[config.mk]
export PLATFORM = sky130hd
export DESIGN_NAME = muldiv_unit
export DESIGN_NICKNAME = d
export VERILOG_FILES = /design/src/rtl/muldiv_pkg.sv /design/src/rtl/div_core.sv /design/src/rtl/muldiv_unit.sv
export SDC_FILE = /design/constraint.sdc
export NUM_CORES = 2
export LEC_CHECK = 0
export CORE_UTILIZATION = 45
export DETAILED_ROUTE_END_ITERATION = 6
export RECOVER_POWER = 100
export SLEW_MARGIN = 20
export SYNTH_ARGS = -nofsm -noshare
export SYNTH_HDL_FRONTEND = slang
export SYNTH_SLANG_ARGS = --single-unit
export TNS_END_PERCENT = 30
[constraint.sdc]
create_clock -name clk -period 17.75 [get_ports clk]
set_input_delay 2.6625 -clock clk [delete_from_list [all_inputs] [get_ports clk]]
set_output_delay 2.6625 -clock clk [all_outputs]
set_load 0.005 [all_outputs]
[src/rtl/muldiv_pkg.sv]
// Shared encodings for the multiply/divide unit: op codes, FSM state codes,
// divider iteration count and a conditional two's-complement negate helper.
package muldiv_pkg;

    localparam logic [1:0] OP_MULT  = 2'b00;
    localparam logic [1:0] OP_MULTU = 2'b01;
    localparam logic [1:0] OP_DIV   = 2'b10;
    localparam logic [1:0] OP_DIVU  = 2'b11;

    localparam logic [1:0] ST_IDLE = 2'd0;
    localparam logic [1:0] ST_MUL  = 2'd1;
    localparam logic [1:0] ST_DIV  = 2'd2;
    localparam logic [1:0] ST_DONE = 2'd3;

    localparam int DIV_ITERS = 32;

    function automatic logic [31:0] cneg32(input logic [31:0] v, input logic neg);
        return neg ? (~v + 32'd1) : v;
    endfunction

endpackage

[src/rtl/div_core.sv]
// Radix-2 restoring divider on operand magnitudes, with sign fix-up and the
// divide-by-zero result applied on the output side.
module div_core
    import muldiv_pkg::*;
(
    input  logic        clk,
    input  logic        resetn,
    input  logic        i_start,
    input  logic        i_signed,
    input  logic [31:0] i_a,
    input  logic [31:0] i_b,
    output logic        o_done,
    output logic [31:0] o_quo,
    output logic [31:0] o_rem
);

    logic [31:0] r_rem;
    logic [31:0] r_quo;
    logic [31:0] r_div;
    logic [31:0] r_a_raw;
    logic        r_neg_q;
    logic        r_neg_r;
    logic        r_dz;
    logic [5:0]  r_cnt;

    logic        w_a_neg;
    logic        w_b_neg;
    logic [32:0] w_trial;

    assign w_a_neg = i_signed & i_a[31];
    assign w_b_neg = i_signed & i_b[31];
    // Borrow out of the 33-bit trial subtract means the divisor did not fit.
    assign w_trial = {r_rem, r_quo[31]} - {1'b0, r_div};
    assign o_done  = (r_cnt == 6'(DIV_ITERS));

    always_ff @(posedge clk) begin
        if (!resetn) begin
            r_rem   <= '0;
            r_quo   <= '0;
            r_div   <= '0;
            r_a_raw <= '0;
            r_neg_q <= 1'b0;
            r_neg_r <= 1'b0;
            r_dz    <= 1'b0;
            r_cnt   <= 6'(DIV_ITERS);
        end else if (i_start) begin
            r_rem   <= '0;
            r_quo   <= cneg32(i_a, w_a_neg);
            r_div   <= cneg32(i_b, w_b_neg);
            r_a_raw <= i_a;
            r_neg_q <= w_a_neg ^ w_b_neg;
            r_neg_r <= w_a_neg;
            r_dz    <= (i_b == 32'd0);
            r_cnt   <= '0;
        end else if (!o_done) begin
            if (!w_trial[32]) begin
                r_rem <= w_trial[31:0];
                r_quo <= {r_quo[30:0], 1'b1};
            end else begin
                r_rem <= {r_rem[30:0], r_quo[31]};
                r_quo <= {r_quo[30:0], 1'b0};
            end
            r_cnt <= r_cnt + 6'd1;
        end
    end

    // The most-negative / -1 case falls out naturally: magnitude quotient
    // 0x8000_0000 with no negation and a zero remainder.
    assign o_quo = r_dz ? 32'hFFFF_FFFF : cneg32(r_quo, r_neg_q);
    assign o_rem = r_dz ? r_a_raw : cneg32(r_rem, r_neg_r);

endmodule

[src/rtl/muldiv_unit.sv]
// HILO multiply/divide unit: fixed-latency multiplier plus iterative divider.
// Divide support is built only when MULDIV_DIV_EN is defined.
module muldiv_unit
    import muldiv_pkg::*;
#(
    parameter int MUL_LATENCY = 2
)
(
    input  logic        clk,
    input  logic        resetn,
    input  logic        start,
    input  logic [1:0]  op,
    input  logic [31:0] src_a,
    input  logic [31:0] src_b,
    input  logic        flush,
    output logic        busy,
    output logic        done,
    output logic [31:0] result_lo,
    output logic [31:0] result_hi,
    output logic        hilo_we,
    output logic [1:0]  dbg_state
);

    localparam logic [1:0] LAT_M1 = 2'(MUL_LATENCY - 1);

    logic [1:0]  r_state;
    logic [1:0]  r_cnt;
    logic [31:0] r_a;
    logic [31:0] r_b;
    logic [1:0]  r_op;

    logic [1:0]  w_next;
    logic        w_accept;
    logic        w_msign;
    logic [63:0] w_ext_a;
    logic [63:0] w_ext_b;
    logic [63:0] w_prod;
    logic        w_div_done;
    logic [31:0] w_div_q;
    logic [31:0] w_div_r;

    assign busy      = (r_state == ST_MUL) || (r_state == ST_DIV);
    assign done      = (r_state == ST_DONE);
    assign hilo_we   = done;
    assign dbg_state = r_state;
    assign w_accept  = start & ~busy & ~flush;

    // Low 64 bits of a product of 64-bit extensions are exact for both signednesses.
    assign w_msign = (r_op == OP_MULT);
    assign w_ext_a = {{32{w_msign & r_a[31]}}, r_a};
    assign w_ext_b = {{32{w_msign & r_b[31]}}, r_b};
    assign w_prod  = w_ext_a * w_ext_b;

`ifdef MULDIV_DIV_EN
    div_core u_div_core (
        .clk      (clk),
        .resetn   (resetn),
        .i_start  (w_accept & op[1]),
        .i_signed (~op[0]),
        .i_a      (src_a),
        .i_b      (src_b),
        .o_done   (w_div_done),
        .o_quo    (w_div_q),
        .o_rem    (w_div_r)
    );
`else
    assign w_div_done = 1'b1;
    assign w_div_q    = '0;
    assign w_div_r    = '0;
`endif

    always_comb begin
        w_next = r_state;
        case (r_state)
            ST_IDLE, ST_DONE: w_next = w_accept ? (op[1] ? ST_DIV : ST_MUL) : ST_IDLE;
            ST_MUL: begin
                if (flush)                w_next = ST_IDLE;
                else if (r_cnt == 2'd0)   w_next = ST_DONE;
            end
            ST_DIV: begin
                if (flush)                w_next = ST_IDLE;
                else if (w_div_done)      w_next = ST_DONE;
            end
            default: w_next = ST_IDLE;
        endcase
    end

    always_ff @(posedge clk) begin
        if (!resetn) begin
            r_state   <= ST_IDLE;
            r_cnt     <= '0;
            r_a       <= '0;
            r_b       <= '0;
            r_op      <= '0;
            result_lo <= '0;
            result_hi <= '0;
        end else begin
            r_state <= w_next;
            if (w_accept) begin
                r_a   <= src_a;
                r_b   <= src_b;
                r_op  <= op;
                r_cnt <= LAT_M1;
            end else if (r_state == ST_MUL && r_cnt != 2'd0) begin
                r_cnt <= r_cnt - 2'd1;
            end
            // Results only move on entry to DONE, so they hold across flushes.
            if (w_next == ST_DONE) begin
                if (r_state == ST_MUL) begin
                    result_lo <= w_prod[31:0];
                    result_hi <= w_prod[63:32];
                end else begin
                    result_lo <= w_div_q;
                    result_hi <= w_div_r;
                end
            end
        end
    end

endmodule

==> results.py <==
metrics = {
    "timing": {
        "fin_crit_ps": 9660,
        "grt_setup_unrepaired": "false",
        "final-setup-viol-count": 0,
        "finalSetupTns_ps": 0,
        "maxSlewHeadroom_pct": -46.2,
        "period_share_pct": 54.4,
        "final_hold_viol_count": 0,
        "fmax_mhz": 103,
        "worst_slew_pin_slew_ps": 2190,
        "skew_ps": 20.1,
        "slew_viol_final": 210,
    },
    "detailed_routing": {
        "firstDrtPassIters": 7,
        "wl_per_cell_um": 20.4,
        "drt_iter0_drc": 1823,
        "num_vias": 31700,
        "routed_wirelength_mm": 123,
        "drc": 0,
        "vias_per_cell": 5.25,
        "ant_nets": 0,
    },
    "yosys": {
        "postSynthCellCount": 4839,
        "async_flop_share_pct": 0,
        "yosys_warnings": 0,
        "ys_types": 70,
        "synth_enable_flop_cells": 0,
        "synth_ff_type": "dfxtp_1",
        "yosysSeqAreaShare_pct": 6.24,
        "synth_xor_area_share_pct": 1.53,
        "synth_area_um2": 43000,
        "ys_ff_latch": 134,
        "yosys.area_share.simple_pct": 15.2,
        "synth_compound_area_share_pct": 5.08,
        "synth_adder_area_share_pct": 58.7,
        "syn_nets": 6250,
        "syn_avg_cell_area_um2": 8.88,
        "synth_mux_area_share_pct": 0.0728,
        "synth_top_family_by_area": "adder cells",
    },
    "placed_design": {
        "io_buffers": 138,
        "dp.cells": 6011,
        "gp_congestion": 0.911,
        "dp_hpwl_mm": 95.4,
    },
    "hold_path": {
        "min_from": "result_hi[12]",
        "hp-class": "reg2reg",
        "whs_path_depth": 2,
        "holdPathEnd": "result_hi[12]",
    },
    "floorplanning": {
        "core_um2": 93900,
        "die_h_um": 311,
        "io-pin-count": 139,
        "row_count": 112,
        "initial_core_util_pct": 45.8,
        "dieWidth_um": 311,
        "die_area_um2": 96700,
    },
    "pwr": {
        "seqPwrFrac_pct": 24.0,
        "internal_power_uw": 716,
        "p_switching_uw": 594,
        "pwr-share-clk_pct": 27.6,
        "power.leakage_nw": 21.5,
        "ir_worst_vdd_v": 0.0000813,
        "switching_share_pct": 45.3,
        "p_comb_share_pct": 48.4,
        "powerDensity_nw_per_um2": 28.6,
    },
    "cts": {
        "clk_pin_slew_ps": 70,
        "ctsHoldBuffers": 0,
        "cts_max_path_buffers": 2,
        "cts-root-buf": "clkbuf_16",
        "htree_levels": 4,
        "cts_resized": 0,
        "clkLatencyLatePin_ps": 470,
        "postCtsSetupBuffers": 0,
        "clock-sinks": 134,
        "cts_tree": "done",
        "numCtsBuffers": 17,
    },
    "setup_path": {
        "rrSetupSlack_ps": 8090,
        "reg2reg_to": "result_hi[24]",
        "rr_worst_depth": 23,
        "crit_slowest_cell": "o41ai_1",
        "start_kind": "flop",
        "required_ps": 18100,
        "timing.rr.start": "r_b[5]",
        "critical_path.most_common_cell": "fa_1",
        "slowest_delay_ps": 1270,
        "cp.arrival_ps": 10010,
        "path_cells": "clkbuf_1 -> nand2_1 -> fa_1 -> fa_1 -> inv_1 -> fa_1 -> fa_1 -> inv_1 -> fa_1 -> inv_1 -> fa_1 -> inv_1 -> fa_1 -> inv_1 -> fa_1 -> ha_1 -> nand3_1 -> o41ai_1 -> a211o_1 -> a21boi_0 -> o311ai_0 -> nor2_1 -> a221o_1",
        "worst_setup_path_end_kind": "flop",
        "worstPathMaxFanout": 27,
        "worst-setup-path-type": "reg2reg",
    },
    "run_status": {
        "status": "finished, violations left",
        "failed_checks": "capacitance limit, slew limit",
    },
    "grt": {
        "grt_overflow": 0,
        "antenna_found_initial": 4,
        "grt.total_usage_pct": 26.8,
        "grt_pass1_vias": 34600,
        "grt_max_degree": 70,
        "grt_pass1_wl_mm": 198,
    },
    "cells_and_area": {
        "final_cell_count_no_fill": 6044,
        "fillCellCount": 9090,
        "layout_commonest_cell": "inv_1",
        "final_cell_mix": "inv_1, fa_1, nand2_1",
        "drive_above_1_share_pct": 2.59,
        "finalCoreUtilization_pct": 48.9,
        "area_growth_pct": 6.74,
        "fin_nets": 6187,
    },
    "run": {
        "cap_violations": 5,
    },
}
-- kinds of logic (layout without fill, tap and decap cells) --
family                   count (synthesis)  count (layout)
buffers and inverters                 1502            1452
AND/OR/NAND/NOR                       1467            1467
adder cells (fa/ha/maj)               1341            1341
AO/OA/AOI/OAI                          317             317
flip-flops                             134             134
XOR/XNOR                                75              75
multiplexers                             3               3
other                                    0               1
-- power by group through the flow --
stage / Sequential, mW / Combinational (mW) / Clock (mW)
global placement: 0.322 / 0.632 / 0
detailed placement: 0.322 / 0.634 / 0
global route: 0.316 / 0.703 / 0.380
CTS: 0.315 / 0.639 / 0.372
floorplan: 0.320 / 0.415 / 0
finish: 0.315 / 0.633 / 0.362
-- metrics by stage --
step | total power [mW] | instance area, µm² | worst slack (ps) | hold slack (ps)
finish | 1.31 | 45900 | 8090 | 452
global placement | 0.954 | 45400 | 9050 | 439
CTS | 1.33 | 46000 | 8830 | 460
floorplan | 0.735 | 43000 | 9930 | 442
global route | 1.40 | 45900 | 7690 | 491
detailed placement | 0.956 | 45400 | 8860 | 446
-- Yosys cell counts, types with 2 or more instances --
cell type	number	share of area [%]
a221oi_1	3	0.061
nand2b_1	10	0.15
nor4_1	3	0.044
nand4_1	15	0.22
and2_1	280	4.1
or2_2	12	0.17
nand3_1	28	0.33
nor2_1	52	0.45
xnor2_1	52	1.1
buf_1	10	0.087
or3_1	5	0.073
o311a_1	2	0.047
a41oi_1	3	0.061
ha_1	216	6.3
nor3_1	7	0.082
o21bai_1	8	0.14
a211oi_1	5	0.087
clkbuf_1	277	2.4
o21ai_0	49	0.57
and3_1	26	0.38
xor2_1	23	0.47
nor2b_1	37	0.54
a21o_1	22	0.38
inv_1	1206	11
a32oi_1	2	0.041
mux2i_1	2	0.047
a21oi_1	58	0.68
o21a_1	7	0.12
nand2_1	988	8.6
o21ai_1	12	0.14
buf_4	2	0.035
dfxtp_1	134	6.2
a22oi_1	27	0.47
a21boi_0	78	1.4
o22ai_1	4	0.058
o211ai_1	3	0.052
fa_1	1125	52
buf_2	7	0.082
a31oi_1	8	0.12
-- registers in the layout (all words and copies together) (netlist names) --
signal,flops
r_a,32
r_b,32
r_cnt,2
r_op,2
result_lo,32
result_hi,32
dbg_state,2
-- per-layer routing --
| layer | vias up | routed length (µm) | share of wire, % | GRT usage, % |
|---|---|---|---|---|
| met4 | 0 | 6740 | 5.5 | 12.8 |
| met1 | 16700 | 47000 | 38 | 32.9 |
| met5 | - | 0 | 0 | 0 |
| met2 | 1044 | 63400 | 51 | 47.3 |
| li1 | 13700 | - | - | - |
| met3 | 315 | 6350 | 5.1 | 2.71 |
-- worst max-delay path, delay by kind of cell (launching register included) --
kind,cells,cell delay [ps]
adders and majority gates,9,4500
AOI/OAI and AO/OA,5,2530
buffers and inverters,6,1390
DFF,1,600
and+or+nand+nor,3,480
-- worst max path at each step --
stage	from	to	slack (ps)	depth (start not counted)
2_1_floorplan	r_a[31]	result_hi[31]	9930	31
3_5_place_dp	r_op[1]	result_hi[30]	8860	30
5_1_grt	r_b[5]	result_hi[24]	7690	23
4_1_cts	r_op[1]	result_hi[30]	8830	30
3_3_place_gp	r_op[1]	result_hi[30]	9050	30
6_report	r_b[5]	result_hi[24]	8090	23
-- layout make-up --
class	instances	area, µm²	area share, %
multi-input combinational	3203	34600	75.4
tap	1254	1570	3.42
clock inverter	14	135	0.295
clock buffer	18	439	0.957
inverter	1206	4530	9.87
timing repair buffer	214	1930	4.22
sequential	134	2690	5.86
antenna	1	2.50	0.00546
No activity file was read; power rests on OpenSTA's default activity.
